==> config.mk <==
export PLATFORM = sky130hd
export DESIGN_NAME = uart_rx_port
export DESIGN_NICKNAME = d
export VERILOG_FILES = /design/src/rtl/uart_rx_port.sv
export SDC_FILE = /design/constraint.sdc
export NUM_CORES = 1
export LEC_CHECK = 0
export ABC_AREA = 0
export CAP_MARGIN = 20
export CORE_MARGIN = 4
export CORE_UTILIZATION = 55
export DETAILED_ROUTE_END_ITERATION = 10
export PLACE_DENSITY = 0.77
export SLEW_MARGIN = 0
export SYNTH_ARGS = -nofsm -noshare
export SYNTH_HDL_FRONTEND = slang
export SYNTH_SLANG_ARGS = --single-unit
==> constraint.sdc <==
create_clock -name clk -period 2.8 [get_ports clk]
set_input_delay 0.56 -clock clk [delete_from_list [all_inputs] [get_ports clk]]
set_output_delay 0.56 -clock clk [all_outputs]
set_load 0.02 [all_outputs]
==> src/rtl/uart_rx_port.sv <==
// UART receiver with a two-register io port (DATA, STATUS) on the discus bus.
// The serial frame is 8N1, LSB first; every bit is sampled once, at its midpoint.
module uart_rx_port #(
  parameter int         CLKS_PER_BIT = 289,
  parameter logic [7:0] BASE         = 8'h08
) (
  input  logic       clk,
  input  logic       reset,
  input  logic       rxd,
  input  logic       io_read,
  input  logic       io_write,
  input  logic [7:0] io_address,
  input  logic [7:0] io_D,
  output logic [7:0] io_Q
);

  typedef enum logic [2:0] {
    S_IDLE,
    S_START,
    S_DATA,
    S_STOP,
    S_BREAK
  } state_t;

  localparam logic [15:0] FULL_RELOAD = 16'(CLKS_PER_BIT - 1);
  localparam logic [15:0] HALF_RELOAD = 16'(CLKS_PER_BIT / 2 - 1);
  localparam logic [7:0]  STATUS_ADDR = BASE + 8'd1;

  state_t      state_q, state_d;
  logic [15:0] count_q, count_d;
  logic [2:0]  index_q, index_d;
  logic        sync1_q, sync1_d;
  logic        rx_s_q, rx_s_d;
  logic [7:0]  shift_q, shift_d;
  logic [7:0]  data_q, data_d;
  logic        valid_q, valid_d;
  logic        overrun_q, overrun_d;
  logic        framing_err_q, framing_err_d;
  logic [7:0]  rd_data_q, rd_data_d;

  logic deliver;
  logic frame_err;
  logic expired;
  logic data_hit;
  logic status_hit;
  logic status_wr;

  // Only bits 1 and 2 of a STATUS write carry meaning.
  logic unused_io_d;
  assign unused_io_d = ^{io_D[7:3], io_D[0]};

  assign io_Q = rd_data_q;

  always_comb begin
    state_d       = state_q;
    count_d       = count_q;
    index_d       = index_q;
    sync1_d       = rxd;
    rx_s_d        = sync1_q;
    shift_d       = shift_q;
    data_d        = data_q;
    valid_d       = valid_q;
    overrun_d     = overrun_q;
    framing_err_d = framing_err_q;
    rd_data_d     = 8'h00;
    deliver       = 1'b0;
    frame_err     = 1'b0;
    expired       = (count_q == 16'd0);

    case (state_q)
      S_IDLE: begin
        if (!rx_s_q) begin
          state_d = S_START;
          count_d = HALF_RELOAD;
        end
      end
      S_START: begin
        if (expired) begin
          if (!rx_s_q) begin
            state_d = S_DATA;
            count_d = FULL_RELOAD;
            index_d = 3'd0;
          end else begin
            state_d = S_IDLE;
          end
        end else begin
          count_d = count_q - 16'd1;
        end
      end
      S_DATA: begin
        if (expired) begin
          shift_d = {rx_s_q, shift_q[7:1]};
          count_d = FULL_RELOAD;
          if (index_q == 3'd7) begin
            state_d = S_STOP;
          end else begin
            index_d = index_q + 3'd1;
          end
        end else begin
          count_d = count_q - 16'd1;
        end
      end
      S_STOP: begin
        if (expired) begin
          if (rx_s_q) begin
            deliver = 1'b1;
            state_d = S_IDLE;
          end else begin
            frame_err = 1'b1;
            state_d   = S_BREAK;
          end
        end else begin
          count_d = count_q - 16'd1;
        end
      end
      S_BREAK: begin
        if (rx_s_q) begin
          state_d = S_IDLE;
        end
      end
      default: state_d = S_IDLE;
    endcase

    data_hit   = io_read && (io_address == BASE);
    status_hit = io_read && (io_address == STATUS_ADDR);
    status_wr  = io_write && (io_address == STATUS_ADDR);

    if (data_hit) begin
      rd_data_d = data_q;
      valid_d   = 1'b0;
    end else if (status_hit) begin
      rd_data_d = {5'b0, framing_err_q, overrun_q, valid_q};
    end

    if (status_wr && io_D[1]) overrun_d = 1'b0;
    if (status_wr && io_D[2]) framing_err_d = 1'b0;

    // A DATA read on the delivery cycle frees the holding register, so no overrun.
    if (deliver) begin
      if (valid_q && !data_hit) begin
        overrun_d = 1'b1;
      end else begin
        data_d  = shift_q;
        valid_d = 1'b1;
      end
    end
    if (frame_err) framing_err_d = 1'b1;
  end

  always_ff @(posedge clk) begin
    if (reset) begin
      state_q       <= S_IDLE;
      count_q       <= 16'd0;
      index_q       <= 3'd0;
      sync1_q       <= 1'b1;
      rx_s_q        <= 1'b1;
      shift_q       <= 8'h00;
      data_q        <= 8'h00;
      valid_q       <= 1'b0;
      overrun_q     <= 1'b0;
      framing_err_q <= 1'b0;
      rd_data_q     <= 8'h00;
    end else begin
      state_q       <= state_d;
      count_q       <= count_d;
      index_q       <= index_d;
      sync1_q       <= sync1_d;
      rx_s_q        <= rx_s_d;
      shift_q       <= shift_d;
      data_q        <= data_d;
      valid_q       <= valid_d;
      overrun_q     <= overrun_d;
      framing_err_q <= framing_err_d;
      rd_data_q     <= rd_data_d;
    end
  end

endmodule

## Yosys cells after proc, flatten, opt, wreduce, memory -nomap -nowiden

Cells that the tools add are included.

| storage, ports and cells | value |
|---|---|
| output and inout bits | 8 |
| memories | 0 |
| memory bits (writable) | 0 |
| word-level logic and storage cells | 84 |
| bits in read-only memories | 0 |
| latch bits | 0 |
| register bits after elaboration | 51 |

| operators by class | value |
|---|---|
| $mul | 0 |
| equal/unequal tests | 17 |
| divide/modulo/power cells | 0 |
| reduce and logical (&&, ||, !) cells | 17 |
| shift operators | 0 |
| multiplexer cells | 36 |
| bitwise logic cells | 1 |
| order comparisons | 0 |
| add/subtract/negate cells | 2 |

Operators by type and width:

| cell | count |
|---|---|
| 2-to-1 mux 16 bit | 5 |
| case mux 16 bit (4 select lines) | 1 |
| 2-to-1 mux 3 bit | 12 |
| inequality test 2 bit, second input constant | 9 |
| == test 8 x 4 -> 1 bit, second input constant | 2 |
| zero test 16 bit | 1 |
| subtractor 16 x 1 -> 16 bit, second input constant | 1 |
| case mux 3 bit (5 select lines) | 1 |
| 2-to-1 mux 1 bit | 14 |
| 2-to-1 mux 8 bit | 1 |
| == test 3 x 2 -> 1 bit, second input constant | 2 |
| == test 3 bit, second input constant | 2 |
| logical AND 1 bit | 6 |
| case mux 3 bit (2 select lines) | 1 |
| AND reduction 6 bit | 1 |
| AND reduction 5 bit | 1 |
| AND reduction 2 bit | 2 |
| AND reduction 4 bit | 1 |
| nonzero test 2 bit | 2 |
| nonzero test 4 bit | 1 |
| adder 3 x 1 -> 3 bit, second input constant | 1 |
| == test 3 x 1 -> 1 bit, second input constant | 1 |
| zero test 3 bit | 1 |
| inequality test 3 bit, second input constant | 1 |
| other kinds (3) | 3 |

## Longest topological paths before layout

| logic depth | value |
|---|---|
| word-level depth | 6 |
| mapped depth | 8 |
| gate-level depth less buffers | 7 |

## Least setup slack after synthesis

OpenSTA, ideal clock, no wires.

| timing | value |
|---|---|
| path kind | reg-to-reg |
| from | register count_q[0] |
| to | register shift_q[0] |
| path buffers | 1 |
| arrival | 1.955 ns |
| stages on the path, launching flop included | 9 |
| clock period less this slack | 2.087 ns |
| library setup time | 0.132 ns |
| setup slack | 0.713 ns |
| data required time | 2.668 ns |
| cell sequence | dfxtp_1 -> inv_1 -> ha_1 -> nor3b_1 -> nand4_2 -> or3_1 -> clkbuf_1 -> nand2_1 -> a21oi_1 |

| between the ends | value |
|---|---|
| word-level cells in the longest chain between the ends | 2 |

RTL lines:

| element | RTL line | text |
|---|---|---|
| from (decl) | 30 | `logic [15:0] count_q, count_d;` |
| from (signal assigned) | 165 | `count_q <= count_d;` |
| zero test 16 bit | 68 | `expired = (count_q == 16'd0);` |
| AND reduction 2 bit (no line) | -- |  |
| to (signal assigned) | 169 | `shift_q <= shift_d;` |
| to (decl) | 34 | `logic [7:0] shift_q, shift_d;` |

Every way passes these cells.
A chain may end at the register's enable or synchronous reset.

## Worst setup path in the final report

| timing | value |
|---|---|
| from | input port io_address[1] |
| to | register data_q[1] |

| between the ends | value |
|---|---|
| word-level cells in the longest chain between the ends | 6 |

RTL lines:

| element | RTL line | text |
|---|---|---|
| from (decl) | 12 | `input logic [7:0] io_address,` |
| == test 8 x 4 -> 1 bit | 124 | `data_hit = io_read && (io_address == BASE);` |
| logical AND 1 bit | 124 |  |
| zero test 1 bit | 140 | `if (valid_q && !data_hit) begin` |
| logical AND 1 bit | 140 |  |
| inverter 1 bit (no line) | -- |  |
| AND reduction 2 bit (no line) | -- |  |
| to (signal assigned) | 170 | `data_q <= data_d;` |
| to (decl) | 35 | `logic [7:0] data_q, data_d;` |

Every way passes these cells.

==> results.json <==
{
  "status": "complete, no violations",
  "max_freq_mhz": 441,
  "viasPerCell": 5.70,
  "layout_common_cells": "dfxtp_1, nand2_1, nor2_1, clkdlybuf4s50_1, a21oi_1",
  "start_util_pct": 58.7,
  "crit_type": "in -> reg",
  "dr.pass1.iters": 4,
  "cts_resized": 0,
  "die_h_um": 74.3,
  "synth_ff_type": "dfxtp_1",
  "post-route-util_pct": 67.3,
  "clkTransAtPathRegs_ns": 0.10,
  "syn_area_um2": 2410,
  "cts_tree": "done",
  "ant_nets": 0,
  "final_max_slew_viol_count": 0,
  "power.density_nw_per_um2": 588,
  "crit_buf_inv": 1,
  "fillerInstances": 340,
  "yosys_warnings": 0,
  "pin_count": 29,
  "vias": 1942,
  "grt_pass1_vias": 1796,
  "cts-root-buf": "clkbuf_8",
  "clock_skew_ns": 0.00788,
  "antenna_found_initial": 0,
  "setup_viol": 0,
  "port-buffer-count": 22,
  "crit_arrival_ns": 2.47,
  "synth_edf_count": 0,
  "clock_latency_ns": 0.31,
  "ys_ff_latch": 51,
  "crit_path_start_kind": "input port",
  "synth_nets": 293,
  "route.detailed.drc": 0,
  "period_share_pct": 80.9,
  "power.total_uw": 1630,
  "htree_levels": 2,
  "die_w_um": 74.3,
  "syn_to_final_growth_pct": 14.8,
  "grt_max_degree": 20,
  "placeableCoreArea_um2": 4120,
  "critPathMaxFanout": 8,
  "fin_nets": 315,
  "setup_tns_ns": 0,
  "rsz0062_at_grt": "no",
  "dieArea_um2": 5510,
  "ir_worst_vdd_v": 0.000324,
  "drt_iter0_drc": 109,
  "worst_ep_required_time_ns": 3.01,
  "fin_ws_ns": 0.533,
  "final_common_cell": "dfxtp_1",
  "fin_worst_hold_slack_ns": 0.416,
  "max_stage_delay_ns": 0.59,
  "p_leak_uw": 0.00105,
  "grt.total_usage_pct": 18.4,
  "synth.distinct_cells": 56,
  "drive_gt1_share_pct": 11.3,
  "cts_sinks": 51,
  "hold_violations": 0,
  "dpl.hpwl_um": 3390,
  "synth-async-reset-ratio_pct": 0,
  "cpMaxStageDelayCell": "or4_1",
  "place.gp.congestion": 0.837,
  "cts_inserted_buffers": 5,
  "cts_hold_buffers": 0,
  "crit_path_end_kind": "register",
  "cp_cell_sequence": "clkdlybuf4s50_1, or4_1, o31ai_2, nand3_2, mux2i_1, nor2_1",
  "synth_cells": 268,
  "syn_avg_cell_area_um2": 9.01,
  "critical-path-top-delay-family": "simple AND/OR/NAND/NOR gates",
  "fin_crit_ns": 2.27,
  "hold_path_class": "reg -> reg",
  "slew-limit-headroom_pct": 56.1,
  "avgRoutedWirePerCell_um": 13.6,
  "grt-ovfl-total": 0,
  "wl_um": 4640,
  "clock_path_buffers": 2,
  "drv_cap": 0,
  "grt_pass1_wl_um": 8050,
  "n_antenna_cell": 0,
  "yosysSeqAreaShare_pct": 42.3,
  "postCtsSetupBuffers": 0,
  "rows": 23,
  "dp_slack_ns": 0.193,
  "tightest_slew_ns": 0.656
}
-- state kept, by name (all words and copies together) (netlist names), 3 cells and up --
register / flops
state_q: 3
shift_q: 8
count_q: 16
data_q: 8
io_Q: 8
index_q: 3
-- layer usage --
| metal | track usage, % | vias up | wire [um] |
|---|---|---|---|
| met5 | 0 | - | 0 |
| met4 | 6.72 | 0 | 29 |
| met3 | 3.65 | 2 | 309 |
| met2 | 28.6 | 45 | 2080 |
| met1 | 25.3 | 893 | 2220 |
| li1 | - | 1002 | - |
-- worst paths after layout --
| path | from | slack, ns | cells past startpoint | to |
|---|---|---|---|---|
| max | io_address[1] | 0.53 | 6 | data_q[1] |
| min | rx_s_d | 0.42 | 1 | rx_s_q |
| max reg2reg | count_q[0] | 0.54 | 8 | count_q[1] |
| min reg2reg | rx_s_d | 0.42 | 1 | rx_s_q |
-- cell type report --
class | instances | area (um^2) | area share (%)
clock buffer | 5 | 68.8 | 2.48
clock inverter | 3 | 26.3 | 0.948
inverter | 5 | 18.8 | 0.677
multi-input combinational | 201 | 1320 | 47.8
sequential | 51 | 1020 | 36.8
tap | 50 | 62.6 | 2.26
timing repair buffer | 26 | 250 | 9.03
-- cells in the mapped netlist, types with 4 or more instances --
master     n  area (um^2)
inv_1      5         18.8
nor3_1    12         60.1
nand2_1   32          120
xor2_1     6         52.6
ha_1       4         50.1
a21oi_1   19         95.1
clkbuf_1   8         30.0
nor2_1    30          113
or3_1      5         31.3
and2_1     5         31.3
mux2i_1   12          120
nand4_1    4         25.0
o21ai_0   10         50.1
dfxtp_1   51         1020
-- worst register-to-register path: cells and delay by family, from the launching register on --
| family | cells | cell delay [ns] |
|---|---|---|
| AOI/OAI and AO/OA | 3 | 0.82 |
| adders and majority gates | 1 | 0.23 |
| buffers and inverters | 2 | 0.28 |
| DFF | 1 | 0.41 |
| and+or+nand+nor | 2 | 0.40 |
-- kinds of logic (layout without fill, tap and decap cells) --
| kind of cell | count (synthesis) | after routing | share of synthesized area (%) |
|---|---|---|---|
| buffers and inverters | 16 | 39 | 2.90 |
| XOR/XNOR | 6 | 6 | 2.18 |
| flip-flops | 51 | 51 | 42.3 |
| multiplexers | 12 | 12 | 4.97 |
| AO/OA/AOI/OAI | 54 | 54 | 15.2 |
| adder cells (fa/ha/maj) | 4 | 4 | 2.07 |
| AND/OR/NAND/NOR | 125 | 125 | 30.4 |
-- power breakdown --
group | leakage (uW) | switching, uW | internal (uW)
logic | 0.000588 | 217 | 164
clock network | 0.0000491 | 266 | 184
registers | 0.000413 | 46.5 | 753
-- per-stage QoR --
stage                     cell area [um^2]  std cells
after floorplan                       2410        268
after global placement                2680        333
after detailed placement              2680        333
after CTS                             2770        341
after global routing                  2770        341
final                                 2770        341
No activity file was read; power rests on OpenSTA's default activity.
